### src/rtl/output_uart_tx_pkg.sv
// Shared types and constants for the output_uart_tx block: word layout and the UART FSM encoding.
package output_uart_tx_pkg;

    localparam int unsigned DATA_WIDTH = 16;
    localparam int unsigned BYTE_WIDTH = 8;

    typedef enum logic [1:0] {
        ST_IDLE  = 2'd0,
        ST_START = 2'd1,
        ST_DATA  = 2'd2,
        ST_STOP  = 2'd3
    } tx_state_e;

    typedef logic [BYTE_WIDTH-1:0] byte_t;

    // Processor output word; the high byte goes out on the line first.
    typedef struct packed {
        byte_t hi;
        byte_t lo;
    } word_t;

    function automatic byte_t sel_byte(input word_t w, input logic hi);
        return hi ? w.hi : w.lo;
    endfunction

endpackage

### src/rtl/output_uart_tx_if.sv
// Word-stream and status bundle between the processor-side producer and the UART TX sink.
interface output_uart_tx_if #(
    parameter int unsigned FIFO_DEPTH = 8
) ();
    localparam int unsigned CNT_W = $clog2(FIFO_DEPTH) + 1;

    logic                        in_valid;
    output_uart_tx_pkg::word_t   in_data;
    logic                        clear_overflow;
    logic                        uart_tx;
    logic                        tx_busy;
    logic [CNT_W-1:0]            fifo_count;
    logic                        overflow;

    modport master (
        output in_valid, in_data, clear_overflow,
        input  uart_tx, tx_busy, fifo_count, overflow
    );

    modport slave (
        input  in_valid, in_data, clear_overflow,
        output uart_tx, tx_busy, fifo_count, overflow
    );

endinterface

### src/rtl/output_uart_tx_out_fifo.sv
// Synchronous first-word-fall-through FIFO; a write into a full FIFO succeeds when a read happens in the same cycle.
module out_fifo #(
    parameter int unsigned WIDTH = 16,
    parameter int unsigned DEPTH = 8
) (
    input  logic                       clk,
    input  logic                       reset_n,
    input  logic                       wr_en,
    input  logic [WIDTH-1:0]           wr_data,
    input  logic                       rd_en,
    output logic [WIDTH-1:0]           rd_data,
    output logic [$clog2(DEPTH):0]     count,
    output logic                       full,
    output logic                       empty
);
    localparam int unsigned PTR_W = $clog2(DEPTH);
    localparam int unsigned CNT_W = PTR_W + 1;

    logic [WIDTH-1:0] mem [DEPTH];
    logic [PTR_W-1:0] wr_ptr;
    logic [PTR_W-1:0] rd_ptr;
    logic             push_c;
    logic             pop_c;

    assign full    = (count == CNT_W'(DEPTH));
    assign empty   = (count == '0);
    assign pop_c   = rd_en & ~empty;
    assign push_c  = wr_en & (~full | pop_c);
    assign rd_data = mem[rd_ptr];

    // Storage array carries no reset; only the pointers define validity.
    always_ff @(posedge clk) begin
        if (push_c) begin
            mem[wr_ptr] <= wr_data;
        end
    end

    // Pointers wrap naturally because DEPTH is a power of two.
    always_ff @(posedge clk or negedge reset_n) begin
        if (!reset_n) begin
            wr_ptr <= '0;
            rd_ptr <= '0;
            count  <= '0;
        end else begin
            if (push_c) wr_ptr <= wr_ptr + PTR_W'(1);
            if (pop_c)  rd_ptr <= rd_ptr + PTR_W'(1);
            case ({push_c, pop_c})
                2'b10:   count <= count + CNT_W'(1);
                2'b01:   count <= count - CNT_W'(1);
                default: count <= count;
            endcase
        end
    end

endmodule

### src/rtl/output_uart_tx.sv
// Buffers processor output words and serialises each as two 8N1 UART frames, high byte first.
module output_uart_tx
    import output_uart_tx_pkg::*;
#(
    parameter int unsigned FIFO_DEPTH   = 8,
    parameter int unsigned CLKS_PER_BIT = 868
) (
    input  logic               clk,
    input  logic               reset_n,
    output_uart_tx_if.slave    bus
);
    localparam int unsigned CNT_W  = $clog2(FIFO_DEPTH) + 1;
    localparam int unsigned BAUD_W = $clog2(CLKS_PER_BIT);

    tx_state_e          state, state_d;
    logic [BAUD_W-1:0]  baud, baud_d;
    logic [2:0]         bit_idx, bit_d;
    byte_t              shift, shift_d;
    word_t              hold, hold_d;
    logic               hi, hi_d;
    logic               tx_d;

    logic               pop_c;
    logic               drop_c;
    logic               baud_end_c;
    word_t              fifo_rd_data;
    logic [CNT_W-1:0]   fifo_cnt;
    logic               fifo_full;
    logic               fifo_empty;

    out_fifo #(
        .WIDTH (DATA_WIDTH),
        .DEPTH (FIFO_DEPTH)
    ) u_fifo (
        .clk     (clk),
        .reset_n (reset_n),
        .wr_en   (bus.in_valid),
        .wr_data (bus.in_data),
        .rd_en   (pop_c),
        .rd_data (fifo_rd_data),
        .count   (fifo_cnt),
        .full    (fifo_full),
        .empty   (fifo_empty)
    );

    assign bus.fifo_count = fifo_cnt;
    assign baud_end_c     = (baud == BAUD_W'(CLKS_PER_BIT - 1));
    assign drop_c         = bus.in_valid & fifo_full & ~pop_c;

    // Next-state, datapath and line-level decode.
    always_comb begin
        state_d = state;
        baud_d  = baud;
        bit_d   = bit_idx;
        shift_d = shift;
        hold_d  = hold;
        hi_d    = hi;
        pop_c   = 1'b0;
        tx_d    = 1'b1;

        case (state)
            ST_IDLE: begin
                if (!fifo_empty) begin
                    pop_c   = 1'b1;
                    hold_d  = fifo_rd_data;
                    hi_d    = 1'b1;
                    shift_d = sel_byte(fifo_rd_data, 1'b1);
                    baud_d  = '0;
                    bit_d   = '0;
                    state_d = ST_START;
                end
            end
            ST_START: begin
                if (baud_end_c) begin
                    baud_d  = '0;
                    bit_d   = '0;
                    state_d = ST_DATA;
                end else begin
                    baud_d  = baud + BAUD_W'(1);
                end
            end
            ST_DATA: begin
                if (baud_end_c) begin
                    baud_d  = '0;
                    shift_d = {1'b0, shift[BYTE_WIDTH-1:1]};
                    if (bit_idx == 3'd7) begin
                        state_d = ST_STOP;
                    end else begin
                        bit_d   = bit_idx + 3'd1;
                    end
                end else begin
                    baud_d  = baud + BAUD_W'(1);
                end
            end
            ST_STOP: begin
                if (baud_end_c) begin
                    baud_d = '0;
                    if (hi) begin
                        hi_d    = 1'b0;
                        shift_d = sel_byte(hold, hi_d);
                        state_d = ST_START;
                    end else begin
                        state_d = ST_IDLE;
                    end
                end else begin
                    baud_d  = baud + BAUD_W'(1);
                end
            end
            default: state_d = ST_IDLE;
        endcase

        // Line value is decoded from next state so uart_tx comes straight off a flop.
        case (state_d)
            ST_START: tx_d = 1'b0;
            ST_DATA:  tx_d = shift_d[0];
            default:  tx_d = 1'b1;
        endcase
    end

    always_ff @(posedge clk or negedge reset_n) begin
        if (!reset_n) begin
            state   <= ST_IDLE;
            baud    <= '0;
            bit_idx <= '0;
            shift   <= '0;
            hold    <= '0;
            hi      <= 1'b0;
        end else begin
            state   <= state_d;
            baud    <= baud_d;
            bit_idx <= bit_d;
            shift   <= shift_d;
            hold    <= hold_d;
            hi      <= hi_d;
        end
    end

    // Registered status outputs; a drop wins over a same-cycle clear.
    always_ff @(posedge clk or negedge reset_n) begin
        if (!reset_n) begin
            bus.uart_tx  <= 1'b1;
            bus.tx_busy  <= 1'b0;
            bus.overflow <= 1'b0;
        end else begin
            bus.uart_tx  <= tx_d;
            bus.tx_busy  <= (state != ST_IDLE) | ~fifo_empty;
            if (drop_c) begin
                bus.overflow <= 1'b1;
            end else if (bus.clear_overflow) begin
                bus.overflow <= 1'b0;
            end
        end
    end

endmodule
### src/flat_wrapper.sv
// flat-port wrapper written by rule: the top's interface ports become plain ports
module output_uart_tx_flat import output_uart_tx_pkg::*;
#(
    parameter int unsigned FIFO_DEPTH   = 8,
    parameter int unsigned CLKS_PER_BIT = 868
)
  (clk, reset_n, bus_in_valid, bus_in_data, bus_clear_overflow, bus_uart_tx, bus_tx_busy, bus_fifo_count, bus_overflow);
  output_uart_tx_if #(.FIFO_DEPTH(FIFO_DEPTH)) bus_i ();
  input  logic clk;
  input  logic reset_n;
  input wire logic [$bits(bus_i.in_valid)-1:0] bus_in_valid;
  input wire logic [$bits(bus_i.in_data)-1:0] bus_in_data;
  input wire logic [$bits(bus_i.clear_overflow)-1:0] bus_clear_overflow;
  output wire logic [$bits(bus_i.uart_tx)-1:0] bus_uart_tx;
  output wire logic [$bits(bus_i.tx_busy)-1:0] bus_tx_busy;
  output wire logic [$bits(bus_i.fifo_count)-1:0] bus_fifo_count;
  output wire logic [$bits(bus_i.overflow)-1:0] bus_overflow;
  assign bus_i.in_valid = bus_in_valid;
  assign bus_i.in_data = bus_in_data;
  assign bus_i.clear_overflow = bus_clear_overflow;
  assign bus_uart_tx = bus_i.uart_tx;
  assign bus_tx_busy = bus_i.tx_busy;
  assign bus_fifo_count = bus_i.fifo_count;
  assign bus_overflow = bus_i.overflow;
  output_uart_tx #(.FIFO_DEPTH(FIFO_DEPTH), .CLKS_PER_BIT(CLKS_PER_BIT)) u_core (.clk(clk), .reset_n(reset_n), .bus(bus_i));
endmodule
### config.mk
export PLATFORM = sky130hd
export DESIGN_NAME = output_uart_tx_flat
export DESIGN_NICKNAME = d
export VERILOG_FILES = /design/src/rtl/output_uart_tx_pkg.sv /design/src/rtl/output_uart_tx_if.sv /design/src/rtl/output_uart_tx_out_fifo.sv /design/src/rtl/output_uart_tx.sv /design/src/flat_wrapper.sv
export SDC_FILE = /design/constraint.sdc
export NUM_CORES = 1
export LEC_CHECK = 0
export ABC_CLOCK_PERIOD_IN_PS = 3900
export BUFFER_PORTS_ARGS = -buffer_cell sky130_fd_sc_hd__buf_4
export CAP_MARGIN = 20
export CORE_UTILIZATION = 60
export DETAILED_ROUTE_END_ITERATION = 8
export GPL_TIMING_DRIVEN = 0
export HOLD_SLACK_MARGIN = 0.12
export PLACE_DENSITY_LB_ADDON = 0.2
export SETUP_SLACK_MARGIN = 0.4
export SYNTH_ARGS = -nofsm -noshare
export SYNTH_HDL_FRONTEND = slang
export SYNTH_SLANG_ARGS = --single-unit
### constraint.sdc
create_clock -name clk -period 3.9 [get_ports clk]
set_clock_uncertainty 0.2 [all_clocks]
set_input_delay 0.78 -clock clk [delete_from_list [all_inputs] [get_ports clk]]
set_output_delay 0.78 -clock clk [all_outputs]
set_load 0.05 [all_outputs]
Yosys cells after proc, flatten, opt, wreduce, memory -nomap -nowiden

Memories as Yosys holds them, arrays and structs flattened.
Cells that the tools add are included.

Register bits: 45
Bits in writable memories: 128
Input bits: 20
Output and inout port bits: 7
Word-level logic and storage cells: 89
Memories kept: 1

Memory list:

| name              | depth | width | read ports | clocked after Yosys merged registers in | wr ports | line                          | RTL |
|---|---|---|---|---|---|---|---|
| u_core.u_fifo.mem | 8     | 16    | 1          | 0                                       | 1        | output_uart_tx_out_fifo.sv:19 | `logic [WIDTH-1:0] mem [DEPTH];` |

Add/subtract/negate cells: 6
Equal/unequal tests: 16
Mux-type cells: 31
Bitwise operators: 9
Reduce and logical (&&, ||, !) cells: 13

Operators with widths:

| operator                                       | number |
|---|---|
| two-way mux 8 bit                              | 4 |
| one-hot mux 8 bit (3 select lines)             | 1 |
| two-way mux 10 bit                             | 2 |
| one-hot mux 10 bit (2 select lines)            | 1 |
| two-way mux 3 bit                              | 4 |
| adder 10 x 1 -> 10 bit (second input constant) | 1 |
| == test 10 bit (second input constant)         | 1 |
| two-way mux 2 bit                              | 5 |
| AND reduction 5 bit                            | 2 |
| adder 3 x 1 -> 3 bit (second input constant)   | 3 |
| two-way mux 1 bit                              | 9 |
| one-hot mux 3 bit (3 select lines)             | 1 |
| == test 2 bit (second input constant)          | 4 |
| != test 2 x 1 -> 1 bit (second input constant) | 4 |
| one-hot mux 2 bit (4 select lines)             | 1 |
| one-hot mux 4 bit (2 select lines)             | 1 |
| nonzero test 2 bit                             | 4 |
| == test 2 x 1 -> 1 bit (second input constant) | 3 |
| nonzero test 3 bit                             | 2 |
| adder 4 x 1 -> 4 bit (second input constant)   | 1 |
| bitwise AND 1 bit                              | 4 |
| == test 4 bit (second input constant)          | 1 |
| logical NOT 4 bit                              | 1 |
| != test 2 bit (second input constant)          | 2 |
| other kinds (9)                                | 13 |

Depth between registers and ports, before layout

Gate-level depths: netlist of run 1.

Word-level depth: 8
Mapped depth: 13
Depth with buffers taken out: 12

Cells and area by module

A second synthesis of run 1 with hierarchy kept.

Cells, all modules: 446
Area total of the unflattened synthesis: 7354.6 um2

Modules (own cells, without submodules):

| module         | times used | cells an instance | area an instance (um2) | sequential area each (um2) |
|---|---|---|---|---|
| out_fifo       | 1          | 275               | 5639.2                 | 4093.9 |
| output_uart_tx | 1          | 171               | 1715.4                 | 877.1 |

Worst setup path after synthesis of run 1

Ideal clock, no wire load.

Path kind: reg2reg
Start point: register u_core.u_fifo.count[1]
End point: register u_core.u_fifo.count[3]
Library setup time: 0.147 ns
Data arrival time: 2.830 ns
Data required time: 3.553 ns
Setup slack: 0.723 ns
Cell stages (with the launch flop): 12
Path buffers: 2
Clock period less this slack: 3.177 ns
Cell sequence: dfrtp_1 -> o41ai_1 -> clkbuf_1 -> clkbuf_1 -> inv_1 -> ha_1 -> ha_1 -> a21o_1 -> a21oi_1 -> xnor2_1 -> nor2_1 -> xor2_1

Cells in the longest elaborated chain, start to end: 8
Elaborated cells between the ends (all ways): 15
Those cells by class: add/sub: 2; eq/ne: 3; mux: 3; bitwise: 5; reduce/logical: 2

Ends and longest elaborated chain:

| what                                                                            | line                          | RTL |
|---|---|---|
| from (decl)                                                                     | output_uart_tx_out_fifo.sv:12 | `output logic [$clog2(DEPTH):0] count,` |
| from (signal assigned)                                                          | output_uart_tx_out_fifo.sv:48 | `2'b10: count <= count + CNT_W'(1);` |
| from (signal assigned)                                                          | output_uart_tx_out_fifo.sv:49 | `2'b01: count <= count - CNT_W'(1);` |
| from (signal assigned)                                                          | output_uart_tx_out_fifo.sv:50 | `default: count <= count;` |
| logical NOT 4 bit                                                               | output_uart_tx_out_fifo.sv:26 | `assign empty = (count == '0);` |
| two-way mux 1 bit                                                               | output_uart_tx.sv:63          | `if (!fifo_empty) begin` |
| two-way mux 1 bit                                                               | output_uart_tx.sv:61          | `case (state)` |
| bitwise AND 1 bit                                                               | output_uart_tx_out_fifo.sv:27 | `assign pop_c = rd_en & ~empty;` |
| OR 1 bit                                                                        | output_uart_tx_out_fifo.sv:28 | `assign push_c = wr_en & (~full \| pop_c);` |
| bitwise AND 1 bit                                                               | output_uart_tx_out_fifo.sv:28 |  |
| == test 2 x 1 -> 1 bit / == test 2 bit (equally long branches)                  | output_uart_tx_out_fifo.sv:47 | `case ({push_c, pop_c})` |
| one-hot mux 4 bit (2 select lines) / nonzero test 2 bit (equally long branches) | -                             |  |

Several ways; a longest one is shown, not always the timed one.
A chain may end at the register's enable or synchronous reset.

Worst setup path in the final report of run 1

Start point: register u_core.state[0]
End point: register u_core.u_fifo.count[3]

Cells in the longest elaborated chain, start to end: 7
Elaborated cells between the ends (all ways): 9
Those cells by class: eq/ne: 2; mux: 2; bitwise: 3; reduce/logical: 2

Ends and longest elaborated chain:

| what                                                                            | line                          | RTL |
|---|---|---|
| from (decl)                                                                     | output_uart_tx.sv:15          | `tx_state_e state, state_d;` |
| from (signal assigned)                                                          | output_uart_tx.sv:129         | `state <= state_d;` |
| logical NOT 2 bit (*)                                                           | output_uart_tx.sv:61          |  |
| two-way mux 1 bit (*)                                                           | output_uart_tx.sv:61          |  |
| bitwise AND 1 bit (*)                                                           | output_uart_tx_out_fifo.sv:27 |  |
| OR 1 bit                                                                        | output_uart_tx_out_fifo.sv:28 |  |
| bitwise AND 1 bit                                                               | output_uart_tx_out_fifo.sv:28 |  |
| == test 2 x 1 -> 1 bit / == test 2 bit (equally long branches)                  | output_uart_tx_out_fifo.sv:47 |  |
| one-hot mux 4 bit (2 select lines) / nonzero test 2 bit (equally long branches) | -                             |  |

Every way passes the cells marked *; elsewhere a longest branch is shown, timed or not.

==> results of run 1 <==
[layer usage]
metal / share of wire (%) / vias to the layer above / global-route usage, % / wire (um)
met5: 0 / - / 0 / 0
met1: 43 / 2084 / 33.8 / 6120
li1: - / 1840 / - / -
met4: 2.6 / 0 / 12.7 / 363
met2: 50 / 117 / 41.6 / 7160
met3: 4.0 / 28 / 5.33 / 570
[stage by stage]
stage / worst slack (ns) / power, W / hold slack (ns) / cells / utilization, %
final: 0.655 / 0.00610 / 0.151 / 651 / 72.5
after global routing: 0.453 / 0.00640 / 0.175 / 651 / 72.5
after CTS: 0.404 / 0.00614 / 0.152 / 651 / 72.4
after detailed placement: 0.261 / 0.00447 / 0.279 / 619 / 67.2
after global placement: -0.668 / 0.00430 / 0.272 / 611 / 65.7
after floorplan: 0.723 / 0.00384 / 0.250 / 442 / -
[flip-flops by register name, indices dropped and copies added, names as in the netlist]
| register | count |
|---|---|
| u_core.u_fifo.wr_ptr | 3 |
| u_core.bus.tx_busy | 1 |
| u_core.bus.overflow | 1 |
| u_core.bus.uart_tx | 1 |
| u_core.u_fifo.mem | 128 |
| u_core.baud | 10 |
| u_core.hi | 1 |
| u_core.u_fifo.count | 4 |
| u_core.bit_idx | 3 |
| u_core.hold | 8 |
| u_core.u_fifo.rd_ptr | 3 |
| u_core.state | 2 |
| u_core.shift | 8 |
[Yosys cell counts (all sizes together), types with 6 or more instances]
library cell / n / area (sq um)
ha: 13 / 163
buf: 6 / 27.5
nor3: 9 / 45.0
nand2: 39 / 146
mux2i: 19 / 190
o31ai: 6 / 45.0
a22o: 6 / 52.6
nor2: 13 / 48.8
clkbuf: 14 / 52.6
xnor2: 7 / 61.3
a22oi: 7 / 52.6
mux4: 31 / 698
inv: 12 / 45.0
dfrtp: 44 / 1100
edfxtp: 128 / 3840
o32ai: 6 / 52.6
mux2: 8 / 90.1
o21ai: 24 / 120
[path summary, 6_finish.rpt]
| path | from | to | slack (ns) | cells past startpoint |
|---|---|---|---|---|
| worst min-delay path | reset_n | u_core.baud[5] | 0.15 | 1 |
| worst max register to register | u_core.state[0] | u_core.u_fifo.count[3] | 0.65 | 12 |
| worst max-delay path | u_core.state[0] | u_core.u_fifo.count[3] | 0.65 | 12 |
| min in group clk | u_core.hold[1] | u_core.hold[1] | 0.29 | 2 |
| worst min register to register | u_core.hold[1] | u_core.hold[1] | 0.29 | 2 |
| max in group asynchronous | reset_n | u_core.shift[3] | 2.97 | 1 |
[power groups by stage]
stage | clock network, W | logic (W) | registers, W
after floorplan | 0 | 0.00122 | 0.00262
after global placement | 0 | 0.00175 | 0.00255
after detailed placement | 0 | 0.00189 | 0.00257
after CTS | 0.00169 | 0.00191 | 0.00254
after global routing | 0.00174 | 0.00206 | 0.00259
final | 0.00166 | 0.00188 | 0.00255
[timing repair]
action	in CTS	in global routing
endpoints found under the setup margin	1	17
resized for setup	1	6
hold endpoints to repair	0	0
[critical path: stages (launching register included)]
cell	delay, ns
dfrtp_1	0.45
inv_1	0.11
ha_1	0.32
inv_1	0.21
a31oi_1	0.43
inv_1	0.15
ha_1	0.26
ha_1	0.28
a21o_1	0.18
a21oi_1	0.18
xnor2_1	0.13
nor2_1	0.07
xor2_1	0.14
[area by class of cell]
class	count	area (sq um)	area share, %
Buffer	20	82.6	0.985
Clock buffer	17	425	5.07
Clock inverter	15	165	1.97
Inverter	12	45.0	0.537
Multi-Input combinational cell	237	2180	26.0
Sequential cell	173	4970	59.3
Tap cell	143	179	2.13
Timing Repair Buffer	34	340	4.06
[cells by family (layout without fill, tap and decap cells)]
| group | count (synthesis) | after routing | share of synthesized area [%] |
|---|---|---|---|
| DFF | 173 | 173 | 68.8 |
| xor gates and xnor gates | 9 | 9 | 1.09 |
| muxes | 58 | 58 | 13.5 |
| buffers and inverters | 32 | 98 | 1.73 |
| adders and majority gates | 14 | 14 | 2.53 |
| and+or+nand+nor | 89 | 89 | 5.90 |
| AOI/OAI and AO/OA | 67 | 67 | 6.42 |
==> impl_metrics.toml, run 1 <==
[clock_network]
clkSlewWorstSetupHoldPaths_ns = 0.06
cts_buffers = 17
htreeDepth = 4
clock-root-buffer = "clkbuf_16"
cts_tree = "yes"
cts.sinks = 173
clockBufferDepth = 2
post_cts_buffers = 0
worstSkewPairLatency_ns = 0.43
cts_hold_buf = 0

[placement]
numPortBuffers = 26
place_hpwl_um = 9280
postPlaceCellArea_sq_um = 7770
gp_congestion = 0.811

[finish]
num-nets-final = 529
final_area_sq_um = 8380
area_delta_synth_final_pct = 16.0
num-fill-cells = 692
mostFrequentLayoutCell = "edfxtp_1"
drive_gt1_share_pct = 24.0
n_antenna_cell = 0
final_cell_mix = "128 x edfxtp_1, 44 x dfrtp_1, 39 x nand2_1"

[floorplanning]
rows = 39
fp.dieW_um = 112
io_pins = 27
initial_utilization_pct = 62.5
die_y_um = 112
core_sq_um = 11600
die_area_sq_um = 12500

[yosys]
synth_edf_count = 128
synthFlopType = "edfxtp_1"
synthCells = 442
yosysWarnings = 0
ys_ff_latch = 173
synth_area_per_cell_sq_um = 16.4
syn-num-nets = 476
synthDistinctLibCells = 46
syn_area_sq_um = 7230
synthArstFlopShare_pct = 26.0
yosysSeqAreaShare_pct = 68.8

[outcome]
run_status = "finished, final reports clean"

[power]
clockPowerShare_pct = 27.3
power.internal_w = 0.00412
leakagePower_nw = 3.05
p_comb_share_pct = 30.9
powerDensity_nw_per_um2 = 728
pwr-share-seq_pct = 41.8
vdd_drop_max_uv = 490
netSwitchingFraction_pct = 32.5
p_sw_w = 0.00198

[sta]
max_slew.worst_pin.slew_ns = 0.947
maxSlewViolCount = 0
setup_viol = 0
finalCriticalPeriod_ns = 3.25
rsz0062_at_grt = "no"
finalHoldViolCount = 0
timing.fmax_mhz = 308
maxSlewHeadroom_pct = 36.3
period_share_pct = 83.2
setup_tns_ns = 0

[grt]
grt.overflow.total = 0
antenna_found_initial = 0
grt_pass1_vias = 4143
grt_pass1_wl_um = 23100
grt_max_degree = 46
track_usage_pct = 25.8

[min_path]
min_path_type = "primary input to async pin"

[routing]
via_count = 4069
via_per_inst = 6.25
drc = 0
ant_nets = 0
wirelength_um = 14200
dr.first_iter.drc_count = 314
wire_per_inst_um = 21.8
drt_pass1_iterations = 6

[worst_setup_path]
end_kind = "register"
crit_arrival_ns = 3.36
start_kind = "register"
path_class = "register to register"
required_ns = 4.01
path_max_fanout = 8

[run]
maxCapViolations = 0
No activity file was read; power rests on OpenSTA's default activity.
==> run 2, diff against run 1 <==
ABC_CLOCK_PERIOD_IN_PS = 2820   (was 3900)
CORE_UTILIZATION = 55   (was 60)
clock period = 2.82 ns   (was 3.9 ns; I/O delays follow)
==> impl_metrics.toml, run 2 (synthesized netlist as in run 1, its figures left out) <==
[outcome]
run_status = "finished, final reports clean"

[grt]
grt_max_degree = 46
grt_pass1_vias = 4245
grt.overflow.total = 0
antenna_found_initial = 0
grt_pass1_wl_um = 22900
track_usage_pct = 23.9

[finish]
final_cell_mix = "128 x edfxtp_1, 54 x buf_4, 38 x nand2_1, 38 x dfrtp_1, 31 x mux4_2"
mostFrequentLayoutCell = "edfxtp_1"
n_antenna_cell = 0
postLayoutCoreUtil_pct = 69.7
area_delta_synth_final_pct = 22.6
top_regs = "u_core.u_fifo.mem (128), u_core.baud (10)"
largest_reg_flops = 128
drive_gt1_share_pct = 33.3
top_register = "u_core.u_fifo.mem"
num-nets-final = 561
stdcell_count = 712

[power]
vdd_drop_max_uv = 556
leakagePower_nw = 3.25
finalPower_w = 0.00886
powerDensity_nw_per_um2 = 1000

[routing]
ant_nets = 0
via_per_inst = 5.87
drc = 0
drt_pass1_iterations = 4
wirelength_um = 14700
via_count = 4178
dr.first_iter.drc_count = 331
wire_per_inst_um = 20.6

[clock_network]
cts_buffers = 17
cts_tree = "yes"
htreeDepth = 4
clock-root-buffer = "clkbuf_16"
worstSkewPairLatency_ns = 0.42
clockBufferDepth = 2
cts.sinks = 173
clkSlewWorstSetupHoldPaths_ns = 0.06

[sta]
finalHoldViolCount = 0
max_slew.worst_pin.slew_ns = 0.654
period_share_pct = 89.3
setup_slack_ns = 0.302
setup_viol = 0
finalCriticalPeriod_ns = 2.52
timing.fmax_mhz = 397
rsz0062_at_grt = "yes"
maxSlewHeadroom_pct = 56.4
maxSlewViolCount = 0
whs_ns = 0.170

[placement]
place_hpwl_um = 9090
gp_congestion = 0.774
dp_cells = 647
dp_slack_ns = -0.232
numPortBuffers = 26

[floorplanning]
core_sq_um = 12700
initial_utilization_pct = 56.8
fp.dieW_um = 117
rows = 41
io_pins = 27
die_y_um = 117
die_area_sq_um = 13600

[worst_setup_path]
end_kind = "register"
slowest_delay_ns = 0.43
path_max_fanout = 3
crit_arrival_ns = 2.62
start_kind = "register"
path_class = "register to register"
cp_slowest_cell = "dfrtp_2"
required_ns = 2.93
cp_common_cell = "ha_4"
cp_cell_sequence = "o41ai_4 > clkbuf_8 > clkbuf_16 > inv_8 > ha_4 > ha_4 > a21o_1 > a21oi_2 > xnor2_1 > nor2_1 > xor2_1"

[min_path]
min_path_type = "primary input to register"

[run]
maxCapViolations = 0
run 2: cell count changes in the layout (fill, tap and decap cells not counted), moves of 4 or more:
cell	delta
ha_4	+4
dfrtp_1	-6
nor2_2	-6
buf_4	+28
ha_1	-4
inv_1	-5
clkbuf_2	+5
dfrtp_2	+6
clkbuf_1	-4
nor2_4	+6
run 2: final cells by class:
type	count	area [sq um]
Clock inverter	11	118
Buffer	20	148
Inverter	12	56.3
Timing Repair Buffer	66	591
Sequential cell	173	4980
Multi-Input combinational cell	237	2320
Clock buffer	21	440
Fill cell	842	3860
Tap cell	172	215
run 2: stage by stage:
stage                     instance area, sq um  setup TNS [ns]
after floorplan                           7310               0
after global placement                    7720          -94.34
after detailed placement                  7840           -7.83
after CTS                                 8790               0
after global routing                      8860               0
final                                     8860               0
run 2: repair_timing:
action	CTS	global route
setup buffers	25	6
hold buffers	2	0
setup endpoints to repair	154	59
pin swaps	16	5
gates resized for setup	36	17
endpoints found under the hold margin	45	0
run 2: metal layers:
metal  vias up  global-route usage, %  routed length, um
met4         0                   10.2                354
li1       1906                      -                  -
met5         -                      0                  0
met1      2141                   30.6               6150
met2       103                   39.9               7570
met3        28                   5.14                612
run 2: path summary, 6_finish.rpt:
kind,to,cells past startpoint,start,slack (ns)
setup reg to reg,u_core.u_fifo.count[3],11,u_core.u_fifo.count[1],0.30
hold / removal,u_core.u_fifo.mem[6][3],1,bus_in_data[3],0.17
min in group asynchronous,u_core.bit_idx[1],2,reset_n,0.47
hold reg to reg,u_core.hold[1],2,u_core.hold[1],0.30
max in group asynchronous,u_core.u_fifo.count[1],2,reset_n,1.52
setup / recovery,u_core.u_fifo.count[3],11,u_core.u_fifo.count[1],0.30
run 2: worst max-delay path, delay by kind of cell, from the launching register on:
family / cells / cell delay [ns]
xor+xnor: 2 / 0.26
compound gates: 3 / 0.70
flops: 1 / 0.43
simple gates: 1 / 0.07
buf+inv: 3 / 0.37
fa+ha+maj: 2 / 0.36
run 2: report_power, final:
part           switching (W)  total (W)  internal [W]
Combinational        0.00165    0.00311       0.00146
Sequential          0.000275    0.00353       0.00325
Clock               0.000927    0.00223       0.00130
Total                0.00285    0.00886       0.00602
